`src/rtl/hfrv_uart_pkg.sv`:
```
// Shared types and register map constants for the hfrv memory-mapped UART transmitter.
package hfrv_uart_pkg;

    typedef enum logic [2:0] {
        ST_IDLE   = 3'd0,
        ST_START  = 3'd1,
        ST_DATA   = 3'd2,
`ifdef HFRV_UART_TX_PARITY_EN
        ST_PARITY = 3'd3,
`endif
        ST_STOP   = 3'd4
    } uart_tx_state_t;

    localparam logic [31:0] UART_DATA_OFS   = 32'd0;
    localparam logic [31:0] UART_STATUS_OFS = 32'd4;

    localparam int STAT_BUSY_BIT  = 0;
    localparam int STAT_FULL_BIT  = 1;
    localparam int STAT_OVF_BIT   = 2;
    localparam int STAT_EMPTY_BIT = 3;

endpackage

```
`src/rtl/hfrv_sync_fifo.sv`:
```
// Synchronous FIFO with occupancy count; read data is combinational from the head entry.
// Latency: a push is visible (empty deasserts) after the pushing edge.
// Backpressure: a push while full is ignored unless a pop happens in the same cycle.
module hfrv_sync_fifo #(
    parameter int WIDTH = 8,
    parameter int DEPTH = 8
) (
    input  logic                     clk,
    input  logic                     reset_n,
    input  logic                     push,
    input  logic [WIDTH-1:0]         din,
    input  logic                     pop,
    output logic [WIDTH-1:0]         dout,
    output logic                     full,
    output logic                     empty,
    output logic [$clog2(DEPTH):0]   count
);

    localparam int AW = $clog2(DEPTH);

    logic [WIDTH-1:0] mem [DEPTH];
    logic [AW-1:0]    wr_ptr;
    logic [AW-1:0]    rd_ptr;
    logic             do_push;
    logic             do_pop;

    assign full    = (count == (AW+1)'(DEPTH));
    assign empty   = (count == '0);
    assign do_pop  = pop && !empty;
    // A pop frees the slot this cycle, so a push into a full FIFO is still taken.
    assign do_push = push && (!full || do_pop);
    assign dout    = mem[rd_ptr];

    always_ff @(posedge clk) begin
        if (do_push) begin
            mem[wr_ptr] <= din;
        end
    end

    always_ff @(posedge clk or negedge reset_n) begin
        if (!reset_n) begin
            wr_ptr <= '0;
            rd_ptr <= '0;
            count  <= '0;
        end else begin
            if (do_push) begin
                wr_ptr <= wr_ptr + 1'b1;
            end
            if (do_pop) begin
                rd_ptr <= rd_ptr + 1'b1;
            end
            if (do_push && !do_pop) begin
                count <= count + 1'b1;
            end else if (do_pop && !do_push) begin
                count <= count - 1'b1;
            end
        end
    end

endmodule

```
`src/rtl/hfrv_uart_tx.sv`:
```
// Memory-mapped UART transmitter, 8N1 (8E1 when HFRV_UART_TX_PARITY_EN is defined).
// Latency: tx_o falls one idle cycle after the DATA write; frames are sent back-to-back.
// Backpressure: none on the bus; writes to a full FIFO are dropped and flag sticky overflow.
module hfrv_uart_tx
    import hfrv_uart_pkg::*;
#(
    parameter logic [31:0] UART_ADDR  = 32'hE100_0000,
    parameter int          CLK_DIV    = 16,
    parameter int          FIFO_DEPTH = 8
) (
    input  logic        clk,
    input  logic        reset_n,
    input  logic [31:0] addr_i,
    input  logic [31:0] data_i,
    input  logic [3:0]  we_i,
    output logic [31:0] data_o,
    output logic        tx_o,
    output logic        busy_o
);

    localparam int BW = $clog2(CLK_DIV);
    localparam logic [BW-1:0] BAUD_RELOAD = BW'(CLK_DIV - 1);

    uart_tx_state_t         state, state_nxt;
    logic [BW-1:0]          baud, baud_nxt;
    logic [2:0]             bit_idx, bit_nxt;
    logic [7:0]             shreg, shreg_nxt;
    logic                   tx;
    logic                   pop;
    logic                   overflow;
    logic                   data_wr;
    logic                   status_wr;
    logic                   fifo_full;
    logic                   fifo_empty;
    logic [7:0]             fifo_dout;
    logic [$clog2(FIFO_DEPTH):0] fifo_count;
    logic                   unused_data;

    assign unused_data = ^data_i[31:8];
    assign data_wr     = (we_i != 4'b0000) && (addr_i == UART_ADDR + UART_DATA_OFS);
    assign status_wr   = (we_i != 4'b0000) && (addr_i == UART_ADDR + UART_STATUS_OFS);

    hfrv_sync_fifo #(
        .WIDTH (8),
        .DEPTH (FIFO_DEPTH)
    ) u_fifo (
        .clk     (clk),
        .reset_n (reset_n),
        .push    (data_wr),
        .din     (data_i[7:0]),
        .pop     (pop),
        .dout    (fifo_dout),
        .full    (fifo_full),
        .empty   (fifo_empty),
        .count   (fifo_count)
    );

    always_ff @(posedge clk or negedge reset_n) begin
        if (!reset_n) begin
            overflow <= 1'b0;
        end else if (status_wr) begin
            overflow <= 1'b0;
        end else if (data_wr && fifo_full && !pop) begin
            overflow <= 1'b1;
        end
    end

    always_ff @(posedge clk or negedge reset_n) begin
        if (!reset_n) begin
            state   <= ST_IDLE;
            baud    <= '0;
            bit_idx <= '0;
            shreg   <= '0;
        end else begin
            state   <= state_nxt;
            baud    <= baud_nxt;
            bit_idx <= bit_nxt;
            shreg   <= shreg_nxt;
        end
    end

    always_comb begin
        state_nxt = state;
        baud_nxt  = baud;
        bit_nxt   = bit_idx;
        shreg_nxt = shreg;
        pop       = 1'b0;
        tx        = 1'b1;
        case (state)
            ST_IDLE: begin
                if (!fifo_empty) begin
                    pop       = 1'b1;
                    shreg_nxt = fifo_dout;
                    baud_nxt  = BAUD_RELOAD;
                    state_nxt = ST_START;
                end
            end
            ST_START: begin
                tx = 1'b0;
                if (baud == '0) begin
                    baud_nxt  = BAUD_RELOAD;
                    bit_nxt   = 3'd0;
                    state_nxt = ST_DATA;
                end else begin
                    baud_nxt = baud - 1'b1;
                end
            end
            ST_DATA: begin
                tx = shreg[bit_idx];
                if (baud == '0) begin
                    baud_nxt = BAUD_RELOAD;
                    bit_nxt  = bit_idx + 1'b1;
                    if (bit_idx == 3'd7) begin
`ifdef HFRV_UART_TX_PARITY_EN
                        state_nxt = ST_PARITY;
`else
                        state_nxt = ST_STOP;
`endif
                    end
                end else begin
                    baud_nxt = baud - 1'b1;
                end
            end
`ifdef HFRV_UART_TX_PARITY_EN
            ST_PARITY: begin
                tx = ^shreg;
                if (baud == '0) begin
                    baud_nxt  = BAUD_RELOAD;
                    state_nxt = ST_STOP;
                end else begin
                    baud_nxt = baud - 1'b1;
                end
            end
`endif
            ST_STOP: begin
                tx = 1'b1;
                if (baud == '0) begin
                    // Chain straight into the next start bit so queued bytes leave without an idle gap.
                    if (!fifo_empty) begin
                        pop       = 1'b1;
                        shreg_nxt = fifo_dout;
                        baud_nxt  = BAUD_RELOAD;
                        state_nxt = ST_START;
                    end else begin
                        state_nxt = ST_IDLE;
                    end
                end else begin
                    baud_nxt = baud - 1'b1;
                end
            end
            default: begin
                state_nxt = ST_IDLE;
            end
        endcase
    end

    assign tx_o   = tx;
    assign busy_o = (state != ST_IDLE) || (fifo_count != '0);

    always_comb begin
        data_o = 32'd0;
        if (addr_i == UART_ADDR + UART_STATUS_OFS) begin
            data_o[STAT_BUSY_BIT]  = busy_o;
            data_o[STAT_FULL_BIT]  = fifo_full;
            data_o[STAT_OVF_BIT]   = overflow;
            data_o[STAT_EMPTY_BIT] = (fifo_count == '0);
        end
    end

endmodule
```
`config.mk`:
```
export PLATFORM = sky130hd
export DESIGN_NAME = hfrv_uart_tx
export DESIGN_NICKNAME = d
export VERILOG_FILES = /design/src/rtl/hfrv_uart_pkg.sv /design/src/rtl/hfrv_sync_fifo.sv /design/src/rtl/hfrv_uart_tx.sv
export SDC_FILE = /design/constraint.sdc
export NUM_CORES = 1
export LEC_CHECK = 0
export ABC_AREA = 0
export CORE_AREA = 4 4 95 97
export CTS_BUF_LIST = sky130_fd_sc_hd__clkbuf_8
export DETAILED_ROUTE_END_ITERATION = 8
export DIE_AREA = 0 0 99 101
export PLACE_DENSITY = 0.87
export SLEW_MARGIN = 20
export SYNTH_ARGS = -nofsm -noshare
export SYNTH_HDL_FRONTEND = slang
export SYNTH_HIERARCHICAL = 1
export SYNTH_SLANG_ARGS = --single-unit
export TNS_END_PERCENT = 20
```
`constraint.sdc`:
```
create_clock -name clk -period 8 [get_ports clk]
set_clock_uncertainty 0.2 [all_clocks]
set_input_delay 1.6 -clock clk [delete_from_list [all_inputs] [get_ports clk]]
set_output_delay 1.6 -clock clk [all_outputs]
set_load 0.01 [all_outputs]
```
==> results of run 1 <==
==> state kept, by name (all words and copies together), names as in the netlist <==
| name | count |
|---|---|
| u_fifo/rd_ptr | 3 |
| bit_idx | 3 |
| baud | 4 |
| overflow | 1 |
| shreg | 8 |
| state | 3 |
| u_fifo/count | 4 |
| u_fifo/mem | 64 |
| u_fifo/wr_ptr | 3 |
==> final timing paths <==
kind | slack (ns) | to | cells past startpoint | start
setup / recovery | 2.70 | data_o[2] | 6 | addr_i[21]
hold / removal | 0.32 | shreg[0]$_DFFE_PN0P_ | 1 | shreg[0]$_DFFE_PN0P_
setup reg to reg | 4.06 | u_fifo/count[3]$_DFFE_PN0P_ | 13 | baud[0]$_DFFE_PN0P_
hold reg to reg | 0.32 | shreg[0]$_DFFE_PN0P_ | 1 | shreg[0]$_DFFE_PN0P_
max in group asynchronous | 5.89 | u_fifo/rd_ptr[0]$_DFFE_PN0P_ | 2 | reset_n
min in group asynchronous | 1.41 | baud[0]$_DFFE_PN0P_ | 2 | reset_n
==> power groups by stage <==
| stage | logic (mW) | registers, mW | clock network, mW |
|---|---|---|---|
| finish | 0.0363 | 0.515 | 0.296 |
| global route | 0.0394 | 0.515 | 0.327 |
| CTS | 0.0363 | 0.515 | 0.303 |
| detailed placement | 0.0362 | 0.525 | 0 |
| global placement | 0.0350 | 0.525 | 0 |
| floorplan | 0.0171 | 0.525 | 0 |
==> worst register-to-register path, stage by stage, from the launching register on <==
cell       delay, ns
dfrtp_1         0.43
inv_1           0.07
ha_1            0.19
or3b_1          0.51
a2111oi_4       0.39
buf_4           0.29
o21ai_4         0.14
inv_2           0.09
ha_1            0.24
inv_1           0.13
ha_1            0.37
or4_1           0.55
o211ai_1        0.12
o211ai_1        0.10
==> cell families (layout without fill, tap and decap cells) <==
| logic type | after synthesis | count (layout) | share of synthesized area (%) |
|---|---|---|---|
| xor+xnor | 6 | 6 | 1.16 |
| fa+ha+maj | 10 | 10 | 2.88 |
| buf+inv | 49 | 84 | 7.17 |
| compound gates | 38 | 38 | 6.86 |
| other cells | 1 | 28 | 0.0830 |
| simple gates | 69 | 69 | 8.83 |
| mux | 40 | 40 | 14.4 |
| flops | 93 | 93 | 58.6 |
==> per-stage QoR <==
stage               utilization [%]  instances  hold slack (ns)  cell area, um2
finish                         64.2        473            0.315            5230
floorplan                         -        333            0.275            4620
global placement               61.9        457            0.286            5030
global route                   64.2        473            0.353            5230
detailed placement             61.9        457            0.300            5030
CTS                            64.2        473            0.320            5220
==> layer usage <==
metal / GRT usage [%] / vias to the layer above
met3: 5.40 / 6
li1: - / 1241
met2: 32.0 / 100
met4: 4.52 / 0
met5: 0 / -
met1: 21.7 / 1318
==> synthesized netlist by cell type (3+ instances only) <==
library cell and number:
ha_1 8, o21ai_0 3, nand2_1 8, nand3_1 3, edfxtp_1 64, a21oi_1 8, dfrtp_1 29, mux2_2 18
nor4_1 10, nor2_1 10, o31ai_1 4, o211ai_1 4, clkbuf_1 5, buf_6 3, xnor2_1 5, nor3_1 10
mux4_2 18, nand2b_1 6, buf_4 28, and3_1 4, o2bb2ai_1 3, inv_1 8, mux2i_1 3, nor4b_1 3
==> layout make-up <==
cell class	count	area [um2]	area share, %
flip-flops and latches	93	2650	50.7
multi-input cells	191	1650	31.6
well taps	105	131	2.51
clock buffers	9	124	2.37
repair buffers	59	571	10.9
inverters	9	33.8	0.647
clock inverters	7	66.3	1.27
==> results.toml, run 1 <==
[finish]
diodes = 0
n_fill_cell = 558
drive_above_1_share_pct = 19.0
layout_commonest_cell = "edfxtp_1"
area_growth_pct = 15.6
fin_nets = 442
most-common-layout-cells = "edfxtp_1 (64), clkdlybuf4s50_1 (51), conb_1 (28), dfrtp_1 (28)"

[synthesis]
syn_avg_cell_area_um2 = 14.8
synth_seq_area_share_pct = 58.6
ys_warn_count = 6
yosys.area.top_type_share_pct = 42.5
netlist_area_mm2 = 0.00452
ys_async_sr_fraction_pct = 31.2
ys_top_cells_by_area = "edfxtp_1 (43%), dfrtp_1 (16%), mux4_2 (9.0%)"
ys_seq_elements = 93
synth_largest_area_cell = "edfxtp_1"
ys_types = 56
synth_cells = 306
synth_edf_count = 64
synthFlopType = "edfxtp_1"

[clock_network]
cts_buffers = 9
ctsHoldBuffers = 0
clk_latency_ns = 0.36
cts_resized = 0
cts.sinks = 93
htree_levels = 3
cts_tree = "done"
cts.clk_slew.worst_paths_ns = 0.09
clockBufferDepth = 2
cts.root.buffer_cell = "clkbuf_8"
post_cts_buffers = 0

[critical_path]
critPathKind = "primary input to primary output"
cp.arrival_ns = 3.50
crit_slowest_cell = "clkdlybuf4s50_1"
cp_max_fo = 4
cp_num_buf_inv = 2
cp_top_family = "buffers and inverters"
worstPathCellList = "clkdlybuf4s50_1, nor4b_1, nand4_1, nor2_1, and3_1, clkdlybuf4s50_1"
critical_path_required_ns = 6.20
startpoint_type = "primary input"
critPathCaptureType = "primary output"
critPathMostFrequentCell = "clkdlybuf4s50_1"
critPathMaxStageDelay_ns = 0.56

[die]
dieArea_mm2 = 0.0100
io_pins = 104
die_h_um = 101
num_rows = 33
fp.dieW_um = 99
coreArea_mm2 = 0.00813
start_util_pct = 55.6

[power]
finalPower_uw = 847
p_leak_nw = 1.87
vdd_drop_max_mv = 0.145
p_per_area_mw_per_mm2 = 162
p_comb_share_pct = 4.3
p_sw_uw = 191
p_clk_share_pct = 35.0
p_int_uw = 655
pwr-share-seq_pct = 60.8
p_sw_share_pct = 22.6

[drt]
wl_per_cell_um = 17.8
drc = 0
wl_met3_um = 609
num_vias = 2665
drt-pass1-iter-count = 4
wl_met2_mm = 4.36
drt_iter0_drc = 155
wirelength_met1_mm = 3.39
via_per_inst = 5.63
ant_nets = 0
finalWirelength_mm = 8.44
top_layer_used = "met4"

[sta]
tns_ns = 0
setup_viol_count_final = 0
worstMarginPinSlew_ns = 0.956
fin_crit_ns = 5.30
hold_viol_final = 0
rsz0062_at_grt = "no"
slew_headroom_pct = 36.1
fin_ws_ns = 2.70
post-route-period-util_pct = 66.3
fmax_mhz = 189
maxSlewViolCount = 0

[worst_hold_path]
hp-class = "register to register"

[job]
drv_cap = 0

[global_routing]
grt_overflow = 0
track_usage_pct = 18.1
antenna_found_initial = 0
grt_max_degree = 30
first_global_vias = 2709
grt_first_pass_wirelength_mm = 13.9

[placed_design]
io_buffers = 51
place_ws_ns = 2.54
place_congestion = 0.782
hpwl_mm = 5.89

[outcome]
status = "finished clean"
Note: power is estimated with default switching activity, not from simulation.
==> run 2, diff against run 1 <==
--- a/config.mk
+++ b/config.mk
@@ -6,11 +6,11 @@
 export NUM_CORES = 1
 export LEC_CHECK = 0
 export ABC_AREA = 0
-export CORE_AREA = 4 4 95 97
+export CORE_AREA = 4 4 104 106
 export CTS_BUF_LIST = sky130_fd_sc_hd__clkbuf_8
 export DETAILED_ROUTE_END_ITERATION = 8
-export DIE_AREA = 0 0 99 101
-export PLACE_DENSITY = 0.87
+export DIE_AREA = 0 0 108 110
+export PLACE_DENSITY = 0.77
 export SLEW_MARGIN = 20
 export SYNTH_ARGS = -nofsm -noshare
 export SYNTH_HDL_FRONTEND = slang
==> constraint.sdc (replaced) <==
create_clock -name clk -period 4.4 [get_ports clk]
set_clock_uncertainty 0.2 [all_clocks]
set_input_delay 0.88 -clock clk [delete_from_list [all_inputs] [get_ports clk]]
set_output_delay 0.88 -clock clk [all_outputs]
set_load 0.01 [all_outputs]
==> results.toml, run 2 (synthesis results as in run 1) <==
[drt]
via_per_inst = 5.35
ant_nets = 0
finalWirelength_mm = 8.69
wl_per_cell_um = 17.2
num_vias = 2703
drc = 0
drt_iter0_drc = 152
drt-pass1-iter-count = 4

[placed_design]
io_buffers = 51
place_ws_ns = -0.00611
place_congestion = 0.893
placed_area_mm2 = 0.00510
hpwl_mm = 5.83

[global_routing]
grt_first_pass_wirelength_mm = 13.7
antenna_found_initial = 0
track_usage_pct = 15.3
grt_max_degree = 30
grt_overflow = 0
busiest_layer = "met2"
grtUsageMet3_pct = 3.61
use_met2_pct = 26.2
first_global_vias = 2664
gr-usage-met1_pct = 19.1

[sta]
slew_headroom_pct = 47.3
tns_ns = 0
hold_slack_ns = 0.309
fin_crit_ns = 4.06
fin_ws_ns = 0.337
rsz0062_at_grt = "no"
setup_viol_count_final = 0
fmax_mhz = 246
hold_viol_final = 0
maxSlewViolCount = 0
worstMarginPinSlew_ns = 0.791
post-route-period-util_pct = 92.3

[finish]
most-common-layout-cells = "edfxtp_1 (64), clkdlybuf4s50_1 (51), conb_1 (28), dfrtp_1 (28)"
postLayoutCellArea_mm2 = 0.00532
layout_commonest_cell = "edfxtp_1"
fin_nets = 446
largest_reg_flops = 64
top_regs = "u_fifo/mem (64), shreg (8)"
drive_above_1_share_pct = 20.2
area_growth_pct = 17.7
top_register = "u_fifo/mem"
diodes = 0
n_fill_cell = 795

[clock_network]
post_cts_buffers = 0
clockBufferDepth = 2
cts_buffers = 9
cts_resized = 0
clk_latency_ns = 0.37
htree_levels = 3
cts.root.buffer_cell = "clkbuf_8"
cts.clk_slew.worst_paths_ns = 0.10
ctsHoldBuffers = 0
cts_tree = "done"
cts.sinks = 93

[outcome]
status = "finished clean"

[power]
vdd_drop_max_mv = 0.247
finalPower_mw = 1.62
p_per_area_mw_per_mm2 = 305
p_leak_nw = 1.90

[critical_path]
startpoint_type = "register"
r2r_start = "baud[0]$_DFFE_PN0P_"
critical_path_required_ns = 4.45
critPathLaunch = "baud[0]$_DFFE_PN0P_"
critPathKind = "register to register"
cp_max_fo = 8
critPathCaptureType = "register"
cp.arrival_ns = 4.12

[job]
drv_cap = 0

[worst_hold_path]
hp-start = "shreg[7]$_DFFE_PN0P_"
hp-class = "register to register"

[die]
coreArea_mm2 = 0.00977
num_rows = 36
die_h_um = 110
dieArea_mm2 = 0.0119
fp.dieW_um = 108
start_util_pct = 46.2
io_pins = 104
## run 2: cell count changes in the layout (fill, tap and decap cells not counted)
cell	change
clkinv_1	-1
clkinv_4	-1
inv_6	-1
inv_8	+2
buf_4	+4
bufinv_16	+1
## run 2: metal layers
layer	routed length (um)	vias up
met3	559	7
li1	-	1254
met5	0	-
met4	93	0
met2	4410	92
met1	3630	1350
## run 2: critical path, stage by stage (launching register included)
cell	delay, ns
dfrtp_1	0.43
inv_1	0.08
ha_1	0.21
or3b_1	0.52
a2111oi_4	0.70
o41ai_2	0.26
ha_1	0.31
inv_1	0.16
ha_1	0.31
or4_1	0.54
o211ai_1	0.11
o211ai_1	0.10
## run 2: path summary, 6_finish.rpt
path	to	slack (ns)	cells after the start
setup reg to reg	u_fifo/count[3]$_DFFE_PN0P_	0.34	11
max in group asynchronous	u_fifo/rd_ptr[0]$_DFFE_PN0P_	3.02	2
hold / removal	shreg[7]$_DFFE_PN0P_	0.31	1
setup / recovery	u_fifo/count[3]$_DFFE_PN0P_	0.34	11
min in group asynchronous	baud[0]$_DFFE_PN0P_	0.68	2
hold reg to reg	shreg[7]$_DFFE_PN0P_	0.31	1
## run 2: through the flow
stage               cells  utilization, %
global route          505            54.4
global placement      489            52.2
detailed placement    489            52.2
CTS                   505            54.4
floorplan             333               -
finish                505            54.4
## run 2: cell type report
cell class	count	area, um2	area share [%]
repair buffers	63	601	11.3
flip-flops and latches	93	2650	49.8
inverters	9	33.8	0.635
clock buffers	9	124	2.33
well taps	133	166	3.13
multi-input cells	191	1650	31.0
clock inverters	7	97.6	1.83
## run 2: power by group
group          total (mW)  internal [mW]  switching, mW
combinational      0.0659         0.0369         0.0291
clock               0.620          0.283          0.336
sequential          0.936          0.936  0.00000000299
total                1.62           1.26          0.365
==> run 3, diff against run 2 <==
--- a/config.mk
+++ b/config.mk
@@ -6,6 +6,7 @@
 export NUM_CORES = 1
 export LEC_CHECK = 0
 export ABC_AREA = 0
+export CAP_MARGIN = 20
 export CORE_AREA = 4 4 104 106
 export CTS_BUF_LIST = sky130_fd_sc_hd__clkbuf_8
 export DETAILED_ROUTE_END_ITERATION = 8
==> results of run 3 <==
Final layout, timing and power as in run 2 (identical DEF).
